[config.mk]
export PLATFORM = sky130hd
export DESIGN_NAME = fir_output_quantizer
export DESIGN_NICKNAME = d
export VERILOG_FILES = /design/src/rtl/fir_pkg.sv /design/src/rtl/fir_sample_fifo.sv /design/src/rtl/fir_output_quantizer.sv
export SDC_FILE = /design/constraint.sdc
export NUM_CORES = 1
export LEC_CHECK = 0
export ABC_CLOCK_PERIOD_IN_PS = 5350
export CORE_MARGIN = 5
export CORE_UTILIZATION = 59
export CTS_CLUSTER_SIZE = 14
export DETAILED_ROUTE_END_ITERATION = 10
export PLACE_DENSITY = 0.85
export SYNTH_ARGS = -nofsm -noshare
export SYNTH_HDL_FRONTEND = slang
export SYNTH_SLANG_ARGS = --single-unit
[constraint.sdc]
create_clock -name clock -period 5.35 [get_ports clock]
set_input_delay 0.535 -clock clock [delete_from_list [all_inputs] [get_ports clock]]
set_output_delay 0.535 -clock clock [all_outputs]
set_load 0.005 [all_outputs]
[src/rtl/fir_pkg.sv]
// Shared constants and frame-sequencing state encoding for the FIR output path.
package fir_pkg;

   localparam int DATA_WIDTH = 18;
   localparam int ACC_WIDTH  = 3 * DATA_WIDTH;

   localparam logic signed [DATA_WIDTH-1:0] SAT_MAX = {1'b0, {(DATA_WIDTH-1){1'b1}}};
   localparam logic signed [DATA_WIDTH-1:0] SAT_MIN = {1'b1, {(DATA_WIDTH-1){1'b0}}};

   typedef enum logic [1:0] {
      ST_IDLE  = 2'd0,
      ST_RUN   = 2'd1,
      ST_DRAIN = 2'd2,
      ST_DONE  = 2'd3
   } fsm_state_t;

endpackage

[src/rtl/fir_sample_fifo.sv]
// First-word fall-through sample FIFO. head_data reads zero while empty so the
// consumer side never sees stale contents after reset or drain.
module fir_sample_fifo #(
   parameter  int WIDTH = 18,
   parameter  int DEPTH = 4,
   localparam int PW    = $clog2(DEPTH)
) (
   input  logic             clock,
   input  logic             reset_n,
   input  logic             push,
   input  logic [WIDTH-1:0] push_data,
   input  logic             pop,
   output logic [WIDTH-1:0] head_data,
   output logic [PW:0]      count,
   output logic             full,
   output logic             empty
);

   logic [WIDTH-1:0] mem [DEPTH];
   logic [PW:0]      wr_ptr;
   logic [PW:0]      rd_ptr;
   logic             do_push;
   logic             do_pop;

   // Pointers carry one extra wrap bit so full and empty stay distinguishable.
   assign count   = wr_ptr - rd_ptr;
   assign empty   = (wr_ptr == rd_ptr);
   assign full    = (wr_ptr[PW] != rd_ptr[PW]) && (wr_ptr[PW-1:0] == rd_ptr[PW-1:0]);
   assign do_pop  = pop && !empty;
   assign do_push = push && (!full || do_pop);

   assign head_data = empty ? '0 : mem[rd_ptr[PW-1:0]];

   always_ff @(posedge clock) begin
      if (do_push) begin
         mem[wr_ptr[PW-1:0]] <= push_data;
      end
   end

   always_ff @(posedge clock or negedge reset_n) begin
      if (!reset_n) begin
         wr_ptr <= '0;
         rd_ptr <= '0;
      end else begin
         if (do_push) begin
            wr_ptr <= wr_ptr + (PW+1)'(1);
         end
         if (do_pop) begin
            rd_ptr <= rd_ptr + (PW+1)'(1);
         end
      end
   end

endmodule

[src/rtl/fir_output_quantizer.sv]
// Rounds and saturates fir_convolution accumulator samples back to DATA_WIDTH and
// queues them behind a valid/ready handshake, one frame of SAMPLE_COUNT at a time.
//
// state    | meaning
// ST_IDLE  | waiting for start
// ST_RUN   | accepting accumulator samples until the frame count expires
// ST_DRAIN | input closed, waiting for pipeline and FIFO to empty
// ST_DONE  | one-cycle frame_done pulse
module fir_output_quantizer #(
   parameter int DATA_WIDTH   = fir_pkg::DATA_WIDTH,
   parameter int ACC_WIDTH    = DATA_WIDTH * 3,
   parameter int SHIFT        = 17,
   parameter int SAMPLE_COUNT = 60,
   parameter int FIFO_DEPTH   = 4,
   parameter int CNT_WIDTH    = 16
) (
   input  logic                  clock,
   input  logic                  reset_n,
   input  logic                  start,
   input  logic [ACC_WIDTH-1:0]  acc_in,
   input  logic                  acc_valid,
   output logic                  acc_ready,
   output logic [DATA_WIDTH-1:0] data_out,
   output logic                  data_valid,
   input  logic                  data_ready,
   output logic [CNT_WIDTH-1:0]  sat_count,
   output logic                  busy,
   output logic                  frame_done
);

   import fir_pkg::fsm_state_t;
   import fir_pkg::ST_IDLE;
   import fir_pkg::ST_RUN;
   import fir_pkg::ST_DRAIN;
   import fir_pkg::ST_DONE;

   localparam int FPW = $clog2(FIFO_DEPTH);
   localparam int OCW = FPW + 2;
   localparam int SCW = $clog2(SAMPLE_COUNT + 1);
   localparam int RW  = ACC_WIDTH + 1;

   localparam logic [SCW-1:0]       SAMPLES   = SCW'(SAMPLE_COUNT);
   localparam logic [OCW-1:0]       OCC_LIMIT = OCW'(FIFO_DEPTH);
   localparam logic signed [RW-1:0] RND_HALF  = RW'(1) << (SHIFT - 1);
   localparam logic signed [RW-1:0] HI_LIM    = {{(RW-DATA_WIDTH+1){1'b0}}, {(DATA_WIDTH-1){1'b1}}};
   localparam logic signed [RW-1:0] LO_LIM    = {{(RW-DATA_WIDTH+1){1'b1}}, {(DATA_WIDTH-1){1'b0}}};

   fsm_state_t            state;
   logic [SCW-1:0]        samp_left;
   logic                  xfer;

   logic signed [RW-1:0]  acc_ext;
   logic signed [RW-1:0]  acc_sum;
   logic signed [RW-1:0]  acc_rnd;

   logic                  s1_valid;
   logic signed [RW-1:0]  s1_val;
   logic                  s2_valid;
   logic                  s2_sat;
   logic [DATA_WIDTH-1:0] s2_data;

   logic                  clamp_sat;
   logic [DATA_WIDTH-1:0] clamp_data;

   logic [FPW:0]          fifo_count;
   logic                  fifo_full;
   logic                  fifo_empty;
   logic [OCW-1:0]        occupancy;
   logic                  path_empty;

   // One guard bit above the accumulator keeps the rounding add from wrapping.
   assign acc_ext = {acc_in[ACC_WIDTH-1], acc_in};
   assign acc_sum = acc_ext + RND_HALF;
   assign acc_rnd = acc_sum >>> SHIFT;

   always_comb begin
      clamp_data = s1_val[DATA_WIDTH-1:0];
      clamp_sat  = 1'b0;
      if (s1_val > HI_LIM) begin
         clamp_data = HI_LIM[DATA_WIDTH-1:0];
         clamp_sat  = 1'b1;
      end else if (s1_val < LO_LIM) begin
         clamp_data = LO_LIM[DATA_WIDTH-1:0];
         clamp_sat  = 1'b1;
      end
   end

   // Samples in flight reserve FIFO slots up front, so the pipeline never stalls.
   assign occupancy  = {1'b0, fifo_count} + OCW'(s1_valid) + OCW'(s2_valid);
   assign acc_ready  = (state == ST_RUN) && !fifo_full && (occupancy < OCC_LIMIT);
   assign xfer       = acc_valid && acc_ready;
   assign data_valid = !fifo_empty;
   assign path_empty = !s1_valid && !s2_valid && fifo_empty;

   always_ff @(posedge clock or negedge reset_n) begin
      if (!reset_n) begin
         s1_valid <= 1'b0;
         s1_val   <= '0;
         s2_valid <= 1'b0;
         s2_sat   <= 1'b0;
         s2_data  <= '0;
      end else begin
         s1_valid <= xfer;
         s1_val   <= acc_rnd;
         s2_valid <= s1_valid;
         s2_sat   <= clamp_sat;
         s2_data  <= clamp_data;
      end
   end

   fir_sample_fifo #(
      .WIDTH (DATA_WIDTH),
      .DEPTH (FIFO_DEPTH)
   ) u_fifo (
      .clock     (clock),
      .reset_n   (reset_n),
      .push      (s2_valid),
      .push_data (s2_data),
      .pop       (data_ready),
      .head_data (data_out),
      .count     (fifo_count),
      .full      (fifo_full),
      .empty     (fifo_empty)
   );

   always_ff @(posedge clock or negedge reset_n) begin
      if (!reset_n) begin
         state      <= ST_IDLE;
         samp_left  <= '0;
         sat_count  <= '0;
         busy       <= 1'b0;
         frame_done <= 1'b0;
      end else begin
         frame_done <= 1'b0;
         if (s2_valid && s2_sat && (sat_count != '1)) begin
            sat_count <= sat_count + CNT_WIDTH'(1);
         end
         case (state)
            ST_IDLE: begin
               if (start) begin
                  state     <= ST_RUN;
                  samp_left <= SAMPLES;
                  sat_count <= '0;
                  busy      <= 1'b1;
               end
            end
            ST_RUN: begin
               if (xfer) begin
                  samp_left <= samp_left - SCW'(1);
                  if (samp_left == SCW'(1)) begin
                     state <= ST_DRAIN;
                  end
               end
            end
            ST_DRAIN: begin
               if (path_empty) begin
                  state      <= ST_DONE;
                  frame_done <= 1'b1;
               end
            end
            ST_DONE: begin
               state <= ST_IDLE;
               busy  <= 1'b0;
            end
            default: begin
               state <= ST_IDLE;
               busy  <= 1'b0;
            end
         endcase
      end
   end

endmodule

==> flow_summary.ini <==
[synthesis]
avgSynthCellArea_um2 = 13.21
synth-edff-count = 72
syn_area_mm2 = 0.007241
synth_fp_nets = 624
synth_seq_cells = 163
synth.distinct_cells = 60
syn_inst = 548
synthFlopType = dfrtp_1
synth_seq_area_share = 0.6131
yosys_warnings = 0
async_flop_share = 0.5583

[setup_path]
worst-path-max-fanout = 23
required_ns = 4.82
r2r_start = u_fifo.rd_ptr[1]
worstPathArrival_ns = 3.37
r2r_cells = 6
reg2reg_to = state[1]
rrSetupSlack_ns = 2.07
end_kind = output pin
critical_path_class = flop to output pin
cp-start-kind = flop

[clocking]
clkTransAtPathRegs_ns = 0.06
clock_latency_ns = 0.42
cts_resized = 0
cts_tree = built
postCtsSetupRepairBufs = 0
root_buffer = clkbuf_16
ctsHoldBuffers = 0
cts-htree-levels = 4
cts_made_buffers = 17
clockBufferDepth = 2
cts.sinks = 163

[run_status]
status = finished clean

[sta]
hold_violations = 0
finalSetupViolCount = 0
fmax_mhz = 256.1
period_share = 0.7299
clock_skew_ns = 0.01249
rsz0062_at_grt = no
fin_setup_tns_ns = 0
tightest_slew_ns = 1.069
drv_slew = 0
holdWs_ns = 0.01938
fin_crit_ns = 3.905
relSlewSlack = 0.2848

[floorplan]
core_area_mm2 = 0.01201
die_area_mm2 = 0.01459
die_w_um = 120.8
top_level_ports = 97
core.rowCount = 40
die_h_um = 120.8
start_util = 0.6028

[routing]
drc = 0
dr.pass1.iters = 5
post_drt_wl_per_cell_um = 19.36
drtIter0Drc = 411
vias_per_cell = 5.992
vias = 4758
ant_nets = 0
wl_um = 15370

[placed_design]
io_buffer_count = 80
hpwlAfterDp_um = 9488
gp_congestion = 0.9165

[global_routing]
use_met3 = 0.03742
grt_usage = 0.2232
grt_pass1_wl_um = 25140
grt_max_degree = 67
met2_usage = 0.3849
antenna_found_initial = 0
grt_overflow = 0
grt_pass1_vias = 4882
grt_util_met1 = 0.2763
grt.busiest_layer = met2

[cells_and_area]
drive_above_1_share = 0.1082
final_cell_mix = 91 x dfrtp_1, 79 x clkdlybuf4s50_1, 72 x edfxtp_1
area_growth_pct = 21.96
fin_nets = 710
fillCellCount = 713
regArea_mm2 = 0.004439
multi_input_area_mm2 = 0.002669
n_antenna_cell = 0
final_common_cell = dfrtp_1

[pwr]
powerDensity_mw_per_mm2 = 472.6
p_leak_nw = 3.365
vdd_drop_max_mv = 0.2576

[flow_run]
maxCapViolations = 0

[min_path]
hold_class = primary input to async pin
## registers in the layout (all words and copies together), names as in the netlist, 2 cells and up
| signal | flops |
|---|---|
| samp_left | 6 |
| sat_count | 16 |
| state | 2 |
| s2_data | 18 |
| u_fifo.mem | 72 |
| u_fifo.rd_ptr | 3 |
| s1_val | 38 |
| u_fifo.wr_ptr | 3 |
## critical path, cell delays in order (launching register included)
cell             delay, ns
dfrtp_1               1.03
inv_1                 0.11
ha_1                  0.38
nand3_1               0.56
and2_1                0.41
clkdlybuf4s50_1       0.46
## power by group
part	switching (mW)	internal, mW
Sequential	0.138	1.44
Combinational	0.615	0.679
Clock	0.478	0.821
Total	1.23	2.94
## metrics by stage
stage                     std cells  instance area (µm²)  worst slack, ns  power (mW)    util
after floorplan                 548                 7241            2.994       2.319       -
after global placement          762                 8177            2.068       2.783  0.6807
after detailed placement        762                 8177            1.931       2.846  0.6807
after CTS                       794                 8831            1.410       4.192  0.7352
after global routing            794                 8831            1.123       4.368  0.7352
final                           794                 8831            1.445       4.174  0.7352
## area by class of cell
type                            instances  area share
Sequential cell                       163      0.5027
Multi-Input combinational cell        351      0.3022
Timing Repair Buffer                   82     0.09209
Clock buffer                           24     0.06234
Tap cell                              147     0.02083
Clock inverter                          8     0.01176
Inverter                               19    0.008076
## Yosys cell counts (2+ instances only)
cell / number / area [µm²]
o31a_2: 2 / 20.02
nor4_2: 2 / 25.02
and3_1: 10 / 62.56
ha_1: 16 / 200.2
nor3_1: 9 / 45.04
nor4_1: 10 / 62.56
clkbuf_1: 11 / 41.29
o21ai_0: 8 / 40.04
or2_2: 2 / 12.51
mux4_2: 18 / 405.4
nand2_1: 61 / 229.0
inv_1: 19 / 71.32
o22ai_1: 2 / 12.51
dfrtp_1: 91 / 2277
or2_1: 4 / 25.02
mux2i_1: 5 / 50.05
nand4_1: 18 / 112.6
nor3b_1: 3 / 22.52
buf_2: 4 / 20.02
edfxtp_1: 72 / 2162
xnor2_1: 38 / 332.8
a21oi_1: 7 / 35.03
o31ai_4: 2 / 42.54
or3_1: 4 / 25.02
and4_1: 10 / 87.58
nor2_1: 25 / 93.84
xor2_1: 12 / 105.1
and2_1: 27 / 168.9
nand3_1: 24 / 120.1
o21ai_1: 2 / 10.01
## logic make-up (layout without fill, tap and decap cells)
kind of cell	after synthesis	count (layout)	synth area share
AND/OR/NAND/NOR	218	218	0.1642
flip-flops	163	163	0.6131
XOR/XNOR	51	51	0.06273
AO/OA/AOI/OAI	38	38	0.04009
buffers and inverters	34	133	0.01832
multiplexers	27	27	0.07119
adder cells (fa/ha/maj)	17	17	0.03041
## layer usage
layer	vias to the layer above	routed length (µm)
met5	-	0
met4	0	488
met3	36	849
met2	212	7999
met1	2335	6035
li1	2175	-
## how the worst max path moves through the flow
stage / start / to / slack (ns)
floorplan: u_fifo.rd_ptr[1] / acc_ready / 2.99
global placement: u_fifo.rd_ptr[1] / data_out[17] / 2.07
detailed placement: u_fifo.rd_ptr[1] / data_out[2] / 1.93
CTS: u_fifo.rd_ptr[1] / data_out[2] / 1.41
global route: u_fifo.rd_ptr[1] / data_out[2] / 1.12
finish: u_fifo.rd_ptr[1] / data_out[2] / 1.44
Power figures use the tool's default switching activity.
